===== config.mk =====
export PLATFORM = sky130hd
export DESIGN_NAME = pipeline_hazard_ctrl
export DESIGN_NICKNAME = d
export VERILOG_FILES = /design/src/rtl/pipeline_hazard_ctrl.sv
export SDC_FILE = /design/constraint.sdc
export NUM_CORES = 1
export LEC_CHECK = 0
export ABC_AREA = 0
export ABC_CLOCK_PERIOD_IN_PS = 2900
export CORE_ASPECT_RATIO = 0.9
export CORE_UTILIZATION = 54
export CTS_CLUSTER_SIZE = 12
export DETAILED_ROUTE_END_ITERATION = 8
export PLACE_DENSITY = 0.85
export SLEW_MARGIN = 20
export SYNTH_ARGS = -nofsm -noshare
export SYNTH_HDL_FRONTEND = slang
export SYNTH_SLANG_ARGS = --single-unit

===== constraint.sdc =====
create_clock -name Clk -period 2.9 [get_ports Clk]
set_input_delay 0.435 -clock Clk [delete_from_list [all_inputs] [get_ports Clk]]
set_output_delay 0.435 -clock Clk [all_outputs]
set_load 0.02 [all_outputs]

===== src/rtl/pipeline_hazard_ctrl.sv =====
// Hazard controller for a five-stage pipeline: tracks in-flight destinations in EX/MEM/WB
// and produces EX operand forwarding selects, the load-use stall and taken-branch flushes.
module pipeline_hazard_ctrl #(
   parameter int AW      = 5,
   parameter int CNT_W   = 16,
   parameter bit ZERO_HW = 1'b1
) (
   input  logic             Clk,
   input  logic             Rst,
   input  logic             id_valid,
   input  logic [AW-1:0]    id_rs,
   input  logic [AW-1:0]    id_rt,
   input  logic             id_uses_rs,
   input  logic             id_uses_rt,
   input  logic [AW-1:0]    id_dst,
   input  logic             id_RegWrite,
   input  logic             id_MemRead,
   input  logic             PCSrc_MEM,
   output logic             Stall,
   output logic             Flush_IFID,
   output logic             Flush_IDEX,
   output logic             Flush_EXMEM,
   output logic [1:0]       ForwardA,
   output logic [1:0]       ForwardB,
   output logic [CNT_W-1:0] StallCount,
   output logic [CNT_W-1:0] FlushCount
);

   // Register 0 never counts as a producer when it is hardwired.
   function automatic logic dst_live(input logic [AW-1:0] r);
      return (!ZERO_HW) || (r != '0);
   endfunction

   function automatic logic [CNT_W-1:0] sat_inc(input logic [CNT_W-1:0] c);
      return (&c) ? c : c + {{(CNT_W-1){1'b0}}, 1'b1};
   endfunction

   // Youngest producer (MEM) wins over the older one (WB).
   function automatic logic [1:0] fwd_sel(
      input logic          ev,
      input logic [AW-1:0] src,
      input logic          mv,
      input logic          mrw,
      input logic [AW-1:0] mdst,
      input logic          wv,
      input logic          wrw,
      input logic [AW-1:0] wdst
   );
      if (!ev)                                              return 2'b00;
      else if (mv && mrw && dst_live(mdst) && mdst == src)  return 2'b10;
      else if (wv && wrw && dst_live(wdst) && wdst == src)  return 2'b01;
      else                                                  return 2'b00;
   endfunction

   logic             ex_v_q,   ex_v_d;
   logic [AW-1:0]    ex_rs_q,  ex_rs_d;
   logic [AW-1:0]    ex_rt_q,  ex_rt_d;
   logic [AW-1:0]    ex_dst_q, ex_dst_d;
   logic             ex_rw_q,  ex_rw_d;
   logic             ex_mr_q,  ex_mr_d;
   logic             mem_v_q,   mem_v_d;
   logic [AW-1:0]    mem_dst_q, mem_dst_d;
   logic             mem_rw_q,  mem_rw_d;
   logic             wb_v_q,   wb_v_d;
   logic [AW-1:0]    wb_dst_q, wb_dst_d;
   logic             wb_rw_q,  wb_rw_d;
   logic [CNT_W-1:0] stall_cnt_q, stall_cnt_d;
   logic [CNT_W-1:0] flush_cnt_q, flush_cnt_d;

   logic             load_use;
   logic             stall;
   logic             flush;
   logic [1:0]       fwd_a;
   logic [1:0]       fwd_b;

   // Hazard detection and forwarding; every output is held quiet while Rst is high.
   always_comb begin
      load_use = id_valid & ex_v_q & ex_mr_q & ex_rw_q & dst_live(ex_dst_q) &
                 ((id_uses_rs & (id_rs == ex_dst_q)) | (id_uses_rt & (id_rt == ex_dst_q)));
      stall    = load_use & ~PCSrc_MEM & ~Rst;
      flush    = PCSrc_MEM & ~Rst;
      fwd_a    = 2'b00;
      fwd_b    = 2'b00;
      if (!Rst) begin
         fwd_a = fwd_sel(ex_v_q, ex_rs_q, mem_v_q, mem_rw_q, mem_dst_q, wb_v_q, wb_rw_q, wb_dst_q);
         fwd_b = fwd_sel(ex_v_q, ex_rt_q, mem_v_q, mem_rw_q, mem_dst_q, wb_v_q, wb_rw_q, wb_dst_q);
      end
   end

   // Scoreboard advance: a flush squashes the EX->MEM move, stall or flush bubbles ID->EX.
   always_comb begin
      wb_v_d      = mem_v_q;
      wb_dst_d    = mem_dst_q;
      wb_rw_d     = mem_rw_q;
      mem_v_d     = ex_v_q & ~PCSrc_MEM;
      mem_dst_d   = ex_dst_q;
      mem_rw_d    = ex_rw_q;
      ex_v_d      = id_valid & ~stall & ~PCSrc_MEM;
      ex_rs_d     = id_rs;
      ex_rt_d     = id_rt;
      ex_dst_d    = id_dst;
      ex_rw_d     = id_RegWrite;
      ex_mr_d     = id_MemRead;
      stall_cnt_d = stall ? sat_inc(stall_cnt_q) : stall_cnt_q;
      flush_cnt_d = flush ? sat_inc(flush_cnt_q) : flush_cnt_q;
   end

   always_ff @(posedge Clk) begin
      if (Rst) begin
         ex_v_q      <= 1'b0;
         mem_v_q     <= 1'b0;
         wb_v_q      <= 1'b0;
         stall_cnt_q <= '0;
         flush_cnt_q <= '0;
      end else begin
         ex_v_q      <= ex_v_d;
         mem_v_q     <= mem_v_d;
         wb_v_q      <= wb_v_d;
         stall_cnt_q <= stall_cnt_d;
         flush_cnt_q <= flush_cnt_d;
      end
   end

   // Slot payloads are only meaningful under their valid bit, so they carry no reset.
   always_ff @(posedge Clk) begin
      ex_rs_q   <= ex_rs_d;
      ex_rt_q   <= ex_rt_d;
      ex_dst_q  <= ex_dst_d;
      ex_rw_q   <= ex_rw_d;
      ex_mr_q   <= ex_mr_d;
      mem_dst_q <= mem_dst_d;
      mem_rw_q  <= mem_rw_d;
      wb_dst_q  <= wb_dst_d;
      wb_rw_q   <= wb_rw_d;
   end

   assign Stall       = stall;
   assign Flush_IFID  = flush;
   assign Flush_IDEX  = flush;
   assign Flush_EXMEM = flush;
   assign ForwardA    = fwd_a;
   assign ForwardB    = fwd_b;
   assign StallCount  = stall_cnt_q;
   assign FlushCount  = flush_cnt_q;

endmodule


After elaboration in Yosys (flattened, before gate mapping)
Index checks and enable logic that the tools add are counted.
{ "word_totals": {"elab_cells": 64, "ff_bits": 64, "inputBits": 23} }
{ "op_classes": {"n_reduce_logical": 15, "eq_ne": 6, "n_bitwise": 19, "add_sub_neg": 2, "muxes": 8} }
{ "op_table": {"columns": ["op", "count"], "rows": [
  ["$add 16x1->16 const B", 2],
  ["$reduce_and 16->1", 2],
  ["$eq 5x5->1", 6],
  ["$reduce_bool 5->1", 3],
  ["$and 1x1->1", 13],
  ["$mux 2", 6],
  ["$logic_and 1x1->1", 8],
  ["$not 1->1", 5],
  ["$reduce_and 2->1", 2],
  ["$mux 1", 2],
  ["$or 1x1->1", 1]
]} }

Depth between registers and ports, before layout
{ "depth": {"ltp_word": 10, "ltp_mapped": 7, "mapped_depth_nobuf": 6} }

Worst setup path after synthesis
OpenSTA, ideal clock, no wires.
{ "synth_path": {"kind": "reg2out", "startpoint": "reg mem_dst_q[1]", "endpoint": "out ForwardA[0]", "path_buffers": 0, "arrival_time_ns": 1.729, "path_slack_ns": 0.736, "path_stages_with_launch": 6, "cell_sequence": "dfxtp_1 -> or4_1 -> o211ai_1 -> nor4_1 -> nand3_1 -> nor3b_1"} }
{ "synth_between": {"elab_chain_cells": 6, "elab_cells_between_ends": 7} }
{ "synth_lines": {"columns": ["item", "line", "rtl"], "rows": [
  ["from (decl)", "62", "logic [AW-1:0] mem_dst_q, mem_dst_d;"],
  ["from (signal assigned)", "131", "mem_dst_q <= mem_dst_d;"],
  ["$reduce_bool 5->1", "31", "return (!ZERO_HW) || (r != '0);"],
  ["$logic_and 1x1->1", "50", "else if (mv && mrw && dst_live(mdst) && mdst == src) return 2'b10;"],
  ["$logic_and 1x1->1 *", "50", null],
  ["$mux 2 *", "50", null],
  ["$mux 2 *", "49", "if (!ev) return 2'b00;"],
  ["$mux 2 *", "84", "if (!Rst) begin"],
  ["to (decl)", "23", "output logic [1:0] ForwardA,"]
]} }
Mark *: on every way between the ends. The rest lies on a longest branch, timed or not.

Worst setup path in the final report
{ "layout_path": {"startpoint": "reg mem_dst_q[1]", "endpoint": "out ForwardA[1]"} }
The elaborated chain is that of the path after synthesis.

==> out/metrics.csv <==
metric,value,unit
outcome,"complete, no violations",
overflow,0,
fin_skew,0.00937,ns
end_kind,output pin,
multi_input_area,0.00143,mm^2
critPathLaunch,mem_dst_q[1]$_DFF_P_,
ff_latch_area,0.00128,mm^2
ys_ff_latch,64,
area_delta_synth_final,32.1,%
ys_seq_area_share,46.3,%
cp.buffers_inverters,1,
hold_start,ex_rw_q$_DFF_P_,
ys_warn_count,0,
grt_pass1_wl,10300,um
slowest_delay,0.54,ns
worst_pin_slew,0.466,ns
cts_buffers,9,
fill_cells,357,
grt_pass1_vias,2223,
power.density,508,mW/mm^2
start_util,56.6,%
drt-initial-drc-count,115,
num_antenna_cells,0,
num-nets-final,377,
antenna_left,0,
core_area,0.00489,mm^2
maxSlewViolCount,0,
crit_chain,or4_1 > o211ai_1 > nor4_1 > nand3_1 > nor2_1 > clkdlybuf4s50_1,
synth_cell_types,37,
rsz0062_at_grt,false,
reg2reg_depth,6,
r2r-start,ex_dst_q[3]$_DFF_P_,
slowest_stage,or4_1,
globalplace.congestion,0.862,
cts_tree,yes,
wl,6290,um
post_cts_resize_count,2,
vias_per_cell,5.58,
drt_first_pass_iters,4,
portBuffers,62,
hp-class,register to register,
postCtsSetupBuffers,0,
crit_family,simple AND/OR/NAND/NOR gates,
cp.required,2.47,ns
cap_violations,0,
dieArea,0.00542,mm^2
antenna_found_initial,0,
min_period,2.67,ns
avgSynthCellArea,9.68,um^2
h-tree-depth,3,
slew_headroom,68.6,%
cts_sinks,64,
tns,0,ns
wl_per_cell,15.0,um
die_w,77.5,um
cp_max_fo,4,
rows,24,
vdd.ir_drop.worst,334,uV
fp.dieH,69.9,um
hold_viol,0,
cts_root_buffer,clkbuf_8,
grt_max_degree,30,
fmax,374,MHz
holdWs,0.347,ns
cp-start-kind,register,
drive_above_1_share,8.45,%
cp_num_cells,6,
fin_crit_sh,92.2,%
place_area,0.00345,mm^2
syn_inst,286,
setup_viol,0,
leakagePower,1.34,nW
stdcell_area,0.00366,mm^2
clkSlewWorstSetupHoldPaths,0.06,ns
syn_nets,311,
clock_path_buffers,2,
dp_hpwl,4480,um
clock_latency,0.33,ns
ctsHoldBuffers,0,
critPathKind,register to output pin,
num_vias,2345,
grt_usage,24.8,%
drc,0,
crit_arrival,2.24,ns
netlist_area,0.00277,mm^2
min_path_cells,0,
boundaryPins,63,
## layout by cell type (no fill, tap or decap), types with 6 or more instances in the layout
cell type / Yosys / routed
nand3_1: 12 / 12
nor2_1: 31 / 31
nor2b_1: 13 / 13
nor4_1: 12 / 12
o21ai_0: 9 / 9
xnor2_1: 12 / 12
xor2_1: 28 / 28
mux2_2: 10 / 10
nor4b_1: 7 / 7
clkbuf_8: 0 / 10
a21oi_1: 8 / 8
and3_1: 6 / 6
or4_1: 6 / 6
and4_1: 6 / 6
nand4_1: 7 / 7
clkdlybuf4s50_1: 0 / 59
dfxtp_1: 64 / 64
## metrics by stage
| step | cells | util (%) | setup WS [ns] | total power, W |
|---|---|---|---|---|
| finish | 420 | 74.7 | 0.227 | 0.00186 |
| global route | 420 | 74.7 | 0.113 | 0.00193 |
| CTS | 420 | 74.7 | 0.136 | 0.00187 |
| detailed placement | 406 | 70.5 | 0.141 | 0.00107 |
| global placement | 406 | 70.5 | 0.195 | 0.00106 |
| floorplan | 286 | - | 0.736 | 0.00101 |
## where the power goes
group | switching, W | internal (W) | leakage, nW | total (W)
Sequential | 0.0000262 | 0.000905 | 0.527 | 0.000931
Combinational | 0.0000527 | 0.0000663 | 0.710 | 0.000119
Clock | 0.000313 | 0.000495 | 0.108 | 0.000808
Total | 0.000392 | 0.00147 | 1.34 | 0.00186
## state kept, by name (all words and copies together) (netlist names)
register    flops
ex_dst_q        5
ex_rw_q         1
wb_rw_q         1
ex_v_q          1
mem_rw_q        1
ex_rs_q         5
mem_dst_q       5
wb_dst_q        5
ex_rt_q         5
FlushCount     16
wb_v_q          1
mem_v_q         1
ex_mr_q         1
StallCount     16
## cell families (layout without fill, tap and decap cells)
kind of cell / Yosys count / after routing / synth area share [%]
AOI/OAI and AO/OA: 27 / 27 / 6.10
xor gates and xnor gates: 40 / 40 / 12.7
adders and majority gates: 2 / 2 / 0.904
buffers and inverters: 13 / 82 / 2.21
DFF: 64 / 64 / 46.3
muxes: 14 / 14 / 5.51
and+or+nand+nor: 126 / 126 / 26.3
## synthesized netlist by cell type (all sizes together)
cell type	number	area, um^2
nor4	12	75.1
o31ai	3	22.5
and4	6	52.6
nand4	7	43.8
nor3b	3	22.5
o211ai	4	35.0
a21oi	8	40.0
and4b	1	10.0
a311oi	1	8.76
o21ai	9	45.0
nor3	4	20.0
xnor2	12	105
clkbuf	7	26.3
nand3	12	60.1
mux2i	4	40.0
xor2	28	245
dfxtp	64	1280
nor2b	13	81.3
mux2	10	113
a32oi	1	8.76
ha	2	25.0
nor2	31	116
nand2b	4	25.0
and2	2	12.5
and3	6	37.5
nand3b	3	22.5
nand2	5	18.8
nor4b	7	61.3
o2111ai	1	8.76
or3	4	25.0
or4	6	45.0
buf	5	31.3
inv	1	3.75
## metal layers
metal  up-vias  track usage, %  part of all wire (%)
met5         -               0                     0
met4         0            14.7                   2.3
met1      1108            30.1                    44
met3        12            6.93                   5.0
met2        69            39.2                    48
li1       1156               -                     -
## area by class of cell
| type | instances | area share [%] |
|---|---|---|
| Multi-Input combinational cell | 209 | 39.0 |
| Sequential cell | 64 | 35.0 |
| Timing Repair Buffer | 67 | 18.0 |
| Clock buffer | 10 | 3.76 |
| Tap cell | 65 | 2.22 |
| Clock inverter | 4 | 1.92 |
| Inverter | 1 | 0.103 |
## path summary, 6_finish.rpt
check	end	slack, ns
worst min-delay path	mem_rw_q$_DFF_P_	0.35
worst min register to register	mem_rw_q$_DFF_P_	0.35
worst max-delay path	ForwardA[1]	0.23
worst max register to register	StallCount[4]$_SDFFE_PP0P_	0.78
## worst reg2reg max path: cells and delay by family (launching register included)
family          cells  cell delay, ns
simple gates        2            0.67
flops               1            0.37
mux                 1            0.37
buf+inv             1            0.23
xor+xnor            1            0.19
compound gates      1            0.17
(Power assumes the default switching activity.)
